===== config.mk =====
export PLATFORM = sky130hd
export DESIGN_NAME = multdiv_issue
export DESIGN_NICKNAME = d
export VERILOG_FILES = /design/src/rtl/multdiv_issue.sv
export SDC_FILE = /design/constraint.sdc
export NUM_CORES = 1
export LEC_CHECK = 0
export CAP_MARGIN = 10
export CELL_PAD_IN_SITES_DETAIL_PLACEMENT = 1
export CELL_PAD_IN_SITES_GLOBAL_PLACEMENT = 2
export CORE_MARGIN = 2
export CORE_UTILIZATION = 24
export DETAILED_ROUTE_END_ITERATION = 16
export GPL_TIMING_DRIVEN = 0
export PLACE_DENSITY = 0.83
export SETUP_SLACK_MARGIN = 0.5
export SLEW_MARGIN = 20
export SYNTH_ARGS = -nofsm -noshare
export SYNTH_HDL_FRONTEND = slang
export SYNTH_SLANG_ARGS = --single-unit

===== constraint.sdc =====
create_clock -name clock -period 3 [get_ports clock]
set_input_delay 0.45 -clock clock [delete_from_list [all_inputs] [get_ports clock]]
set_output_delay 0.45 -clock clock [all_outputs]
set_load 0.1 [all_outputs]

===== src/rtl/multdiv_issue.sv =====
// Issue/writeback sequencer for an external multiply/divide unit: latches a request,
// pulses the unit, waits (with timeout) for its result and strobes a single writeback.
module multdiv_issue #(
    parameter int TIMEOUT     = 40,
    parameter int RSTATUS_REG = 30
) (
    input  logic        clock,
    input  logic        reset,
    input  logic        start_mult,
    input  logic        start_div,
    input  logic [31:0] operand_a,
    input  logic [31:0] operand_b,
    input  logic [4:0]  rd_in,
    input  logic [31:0] unit_result,
    input  logic        unit_exception,
    input  logic        unit_resultRDY,
    output logic        ctrl_MULT,
    output logic        ctrl_DIV,
    output logic [31:0] unit_a,
    output logic [31:0] unit_b,
    output logic        stall,
    output logic        wb_valid,
    output logic [4:0]  wb_rd,
    output logic [31:0] wb_data
);

    localparam int          CW      = $clog2(TIMEOUT + 1);
    localparam logic [CW-1:0] CNT_LAST = CW'(TIMEOUT - 1);
    localparam logic [4:0]  RSTATUS = 5'(RSTATUS_REG);

    typedef enum logic [1:0] {
        IDLE  = 2'd0,
        ISSUE = 2'd1,
        WAIT  = 2'd2,
        DONE  = 2'd3
    } state_t;

    state_t        state_q, state_d;
    logic [CW-1:0] cnt_q, cnt_d;
    logic [31:0]   a_q, a_d;
    logic [31:0]   b_q, b_d;
    logic [4:0]    rd_q, rd_d;
    logic          is_div_q, is_div_d;
    logic [31:0]   res_q, res_d;
    logic          exc_q, exc_d;
    logic          boot_q;
    logic          accept;

    // The cycle right after reset refuses new work so the pipeline sees a quiet interface.
    assign accept = (start_mult | start_div) & ~boot_q & ~reset;

    always_ff @(posedge clock) begin
        if (reset) begin
            state_q  <= IDLE;
            cnt_q    <= '0;
            a_q      <= '0;
            b_q      <= '0;
            rd_q     <= '0;
            is_div_q <= 1'b0;
            res_q    <= '0;
            exc_q    <= 1'b0;
            boot_q   <= 1'b1;
        end else begin
            state_q  <= state_d;
            cnt_q    <= cnt_d;
            a_q      <= a_d;
            b_q      <= b_d;
            rd_q     <= rd_d;
            is_div_q <= is_div_d;
            res_q    <= res_d;
            exc_q    <= exc_d;
            boot_q   <= 1'b0;
        end
    end

    always_comb begin
        state_d  = state_q;
        cnt_d    = cnt_q;
        a_d      = a_q;
        b_d      = b_q;
        rd_d     = rd_q;
        is_div_d = is_div_q;
        res_d    = res_q;
        exc_d    = exc_q;
        case (state_q)
            IDLE: begin
                if (accept) begin
                    a_d      = operand_a;
                    b_d      = operand_b;
                    rd_d     = rd_in;
                    is_div_d = ~start_mult;
                    state_d  = ISSUE;
                end
            end
            ISSUE: begin
                // Any ready seen here belongs to the previous operation.
                cnt_d   = '0;
                state_d = WAIT;
            end
            WAIT: begin
                if (unit_resultRDY) begin
                    res_d   = unit_result;
                    exc_d   = unit_exception;
                    state_d = DONE;
                end else if (cnt_q == CNT_LAST) begin
                    exc_d   = 1'b1;
                    state_d = DONE;
                end else begin
                    cnt_d = cnt_q + 1'b1;
                end
            end
            DONE: begin
                state_d = IDLE;
            end
            default: begin
                state_d = IDLE;
            end
        endcase
    end

    always_comb begin
        ctrl_MULT = 1'b0;
        ctrl_DIV  = 1'b0;
        stall     = 1'b0;
        wb_valid  = 1'b0;
        wb_rd     = '0;
        wb_data   = '0;
        unit_a    = '0;
        unit_b    = '0;
        if (!reset) begin
            unit_a    = a_q;
            unit_b    = b_q;
            ctrl_MULT = (state_q == ISSUE) & ~is_div_q;
            ctrl_DIV  = (state_q == ISSUE) & is_div_q;
            stall     = ((state_q == IDLE) & accept) | (state_q == ISSUE) | (state_q == WAIT);
            if (state_q == DONE) begin
                if (exc_q) begin
                    wb_valid = 1'b1;
                    wb_rd    = RSTATUS;
                    wb_data  = is_div_q ? 32'd5 : 32'd4;
                end else if (rd_q != 5'd0) begin
                    wb_valid = 1'b1;
                    wb_rd    = rd_q;
                    wb_data  = res_q;
                end
            end
        end
    end

endmodule


# ---- Yosys cells after proc, flatten, opt, wreduce, memory -nomap -nowiden
# Cells that the tools add are included.
dict set report totals {
  reg_bits 112
  latchBits 0
  ramBits 0
  romBits 0
  inputBits 107
  elab_cells 67
  mem_count 0
}
dict set report classes {
  add_sub_neg 1
  mul 0
  div 0
  order_cmp 0
  eq_ne 8
  n_shift 0
  n_mux 28
  n_bitwise 12
  n_reduce_logical 9
}
# op count
set ops {}
lappend ops {{2-to-1 mux 32 bit} 6}
lappend ops {{2-to-1 mux 5 bit} 4}
lappend ops {{2-to-1 mux 6 bit} 2}
lappend ops {{one-hot mux 6 bit (2 select lines)} 1}
lappend ops {{2-to-1 mux 1 bit} 11}
lappend ops {{one-hot mux 2 bit (4 select lines)} 1}
lappend ops {{AND reduction 2 bit} 4}
lappend ops {{adder 6 x 1 -> 6 bit (second input constant)} 1}
lappend ops {{== test 6 bit (second input constant)} 1}
lappend ops {{2-to-1 mux 2 bit} 3}
lappend ops {{inequality test 2 bit (second input constant)} 3}
lappend ops {{AND 1 bit} 5}
lappend ops {{nonzero test 5 bit} 1}
lappend ops {{== test 2 bit (second input constant)} 2}
lappend ops {{NOT 1 bit} 4}
lappend ops {{nonzero test 2 bit} 2}
lappend ops {{inequality test 3 bit (second input constant)} 1}
lappend ops {{bitwise OR 1 bit} 3}
lappend ops {{AND reduction 3 bit} 1}
lappend ops {{== test 2 x 1 -> 1 bit (second input constant)} 1}
lappend ops {{zero test 2 bit} 1}

# ---- Longest topological paths before layout
dict set report logic_depth {
  depth_word 7
  depth_mapped 7
}

# ---- Worst setup path after synthesis
# No wires, ideal clock.
dict set report synth_timing {
  path_type {input-to-output}
  from {input port reset}
  to {output port ctrl_MULT}
  arrival_time_ps 3204
  slack_ps -654
  path_stages 4
  path_buffers 3
  cell_sequence {buf_4 > clkbuf_1 > clkbuf_1 > nor3b_1}
}
dict set report synth_via {
  elab_chain_cells 1
}
# item line_no
set synth_rtl {}
lappend synth_rtl {{start, declared} 8} ;# input logic reset,
lappend synth_rtl {{2-to-1 mux 1 bit} 130} ;# if (!reset) begin
lappend synth_rtl {{end, declared} 17} ;# output logic ctrl_MULT,
# Every way passes these cells.

# ---- Worst setup path after layout
dict set report layout_timing {
  from {input port reset}
  to {output port wb_data[15]}
}
dict set report layout_via {
  elab_chain_cells 1
}
# item line_no
set layout_rtl {}
lappend layout_rtl {{2-to-1 mux 32 bit} 130}
lappend layout_rtl {{end, declared} 24} ;# output logic [31:0] wb_data
# Every way passes these cells.

==> impl_metrics.json <==
{
  "outcome": "complete, no violations",
  "synth_compound_area_frac": 0.132,
  "gr-total-overflow": 0,
  "path_clk_slew_ns": 0.07,
  "dp.cells": 1117,
  "numCtsBuffers": 9,
  "avgSynthCellArea_um2": 7.52,
  "worst_slew_pin_slew_ns": 0.589,
  "drive_gt1_frac": 0.222,
  "die_w_um": 146,
  "cts_sinks": 112,
  "root_buffer": "clkbuf_16",
  "cts_tree": "built",
  "drt_iter0_drc": 144,
  "ios": 212,
  "slew_viol_final": 0,
  "synthAdderAreaFrac": 0.0156,
  "synth-seq-cells": 112,
  "synth_top_family_by_area": "simple AND/OR/NAND/NOR gates",
  "grt_max_degree": 19,
  "start_kind": "input port",
  "cp.required_ns": 2.55,
  "ctsHoldBuffers": 0,
  "vias_per_cell": 4.32,
  "num_vias": 4894,
  "setup_viol": 0,
  "hp-class": "input port to flip-flop",
  "synth_enable_flop_cells": 0,
  "drc": 0,
  "cts_max_level": 3,
  "comb_power_share": 0.315,
  "dp_hpwl_um": 13000,
  "hold_depth": 1,
  "rsz0062_at_grt": "yes",
  "wl_per_cell_um": 15.1,
  "clockBufferDepth": 2,
  "power.density_nw_per_um2": 552,
  "power_uw": 4310,
  "core_area_um2": 19600,
  "dieArea_um2": 21200,
  "post_dp_cell_area_um2": 7370,
  "synth.area.mux_share": 0,
  "cp_max_fo": 10,
  "fin_area_um2": 7810,
  "antenna_left": 0,
  "floorplan.die.height_um": 146,
  "irDropWorstVdd_uv": 278,
  "switching_share": 0.364,
  "path_class": "input port to output pin",
  "netlist_instances": 641,
  "fin_crit_sh": 0.801,
  "synth_xor_area_frac": 0,
  "reg2reg_depth": 7,
  "syn_area_um2": 4820,
  "switching_power_uw": 1570,
  "track_usage": 0.163,
  "gp_congestion": 0.760,
  "syn_to_final_growth_pct": 62.1,
  "grt_pass1_wl_um": 27700,
  "relSlewSlack": 0.609,
  "intPower_uw": 2740,
  "hold_violations": 0,
  "drv_cap": 0,
  "yosysSeqAreaShare": 0.465,
  "synth-simple-area-share": 0.337,
  "synthFlopType": "dfxtp_1",
  "p_clk_frac": 0.289,
  "clock_latency_ns": 0.35,
  "p_seq_frac": 0.396,
  "antenna_found_initial": 2,
  "p_leak_uw": 0.00283,
  "num_rows": 51,
  "fin_crit_ns": 2.40,
  "synth_warnings": 0,
  "n_antenna_cell": 0,
  "syn_nets": 754,
  "layout.cells.non_filler": 1134,
  "totalWireLength_um": 17100,
  "fin_skew_ns": 0.00560,
  "maxClockFrequency_mhz": 416,
  "first_pass_iters": 4,
  "final_nets": 977,
  "worst_slack_ns": 0.596,
  "end_kind": "output pin",
  "port_buffers": 211,
  "start_util": 0.246,
  "grt_pass1_vias": 5179,
  "async_reset_ff_frac": 0,
  "synthDistinctLibCells": 36,
  "fin_util": 0.399,
  "crit_arrival_ns": 1.95,
  "pre_cts_slack_ns": -0.874
}
==> synthesized netlist by cell type, types with 2 or more instances <==
cell / instances / area, µm²
o21a_1: 2 / 15.0
nand2_1: 208 / 781
and2_1: 32 / 200
nor3_1: 3 / 15.0
dfxtp_1: 112 / 2240
o31ai_1: 2 / 15.0
or3_1: 2 / 12.5
buf_2: 6 / 30.0
inv_1: 5 / 18.8
nor2_1: 18 / 67.6
a21oi_1: 109 / 546
a211oi_1: 2 / 15.0
nor3b_1: 2 / 15.0
a31oi_1: 2 / 12.5
buf_4: 8 / 60.1
ha_1: 6 / 75.1
nor2b_1: 64 / 400
nor4_1: 2 / 12.5
clkbuf_1: 30 / 113
nand2b_1: 3 / 18.8
o21ai_0: 2 / 10.0
nand3_1: 7 / 35.0
==> stage by stage <==
stage	hold slack (ns)	setup TNS, ns
2_1_floorplan	0.432	0
3_3_place_gp	0.438	-51.85
3_5_place_dp	0.444	-55.08
4_1_cts	0.423	0
5_1_grt	0.413	0
6_report	0.410	0
==> registers in the layout, indices dropped and copies added (netlist names) <==
name	cells
a_q	32
b_q	32
boot_q	1
cnt_q	6
exc_q	1
is_div_q	1
rd_q	5
res_q	32
state_q	2
==> worst max-delay path, cell delays in order <==
cell,delay (ns)
dlygate4sd2_1,0.27
buf_4,0.18
inv_2,0.10
nand2_4,0.11
nor3b_4,0.26
buf_4,0.20
and2_1,0.16
buf_6,0.23
==> final cells by class <==
| type | instances | area [µm²] |
|---|---|---|
| Clock inverter | 7 | 70.1 |
| Fill cell | 2372 | 11800 |
| Timing Repair Buffer | 212 | 2200 |
| Buffer | 46 | 262 |
| Sequential cell | 112 | 2240 |
| Clock buffer | 9 | 225 |
| Inverter | 6 | 22.5 |
| Tap cell | 265 | 332 |
| Multi-Input combinational cell | 477 | 2460 |
==> timing repair <==
action	CTS	global route
pin swaps	2	0
endpoints found under the setup margin	105	22
gates resized for setup	564	13
setup buffers	1	0
==> power by group through the flow <==
stage	clock network [µW]	logic, µW	registers (µW)
after floorplan	0	936	1720
after global placement	0	1360	1740
after detailed placement	0	1360	1740
after CTS	1290	1370	1710
after global routing	1360	1480	1730
final	1250	1360	1710
==> cell families after synthesis <==
kind of cell,Yosys count
and+or+nand+nor,349
buffers and inverters,52
AOI/OAI and AO/OA,122
DFF,112
adders and majority gates,6
==> layer usage <==
metal	vias to the layer above	GRT usage	share of wire
met3	14	0.0759	0.10
met1	2227	0.195	0.43
met5	-	0	0.00076
met2	158	0.268	0.46
li1	2493	-	-
met4	2	0.0338	0.0086
==> worst paths after layout <==
| check | from | to | slack [ns] |
|---|---|---|---|
| worst min-delay path | reset | boot_q | 0.41 |
| worst min register to register | res_q[31] | res_q[31] | 0.45 |
| worst max-delay path | reset | wb_data[15] | 0.60 |
| worst max register to register | state_q[1] | a_q[30] | 1.17 |
==> placed cells by master (no fill, tap or decap), types with 6 or more instances in the layout <==
master,n
nand3_1,7
a21oi_1,107
clkbuf_1,19
clkbuf_16,9
and2_1,32
clkdlybuf4s50_1,105
ha_1,6
clkdlybuf4s15_2,42
dfxtp_1,111
nor2b_1,30
nor2_1,18
buf_4,35
nand2_1,208
clkbuf_2,6
nor2b_2,34
buf_6,33
No activity file was read; power rests on OpenSTA's default activity.
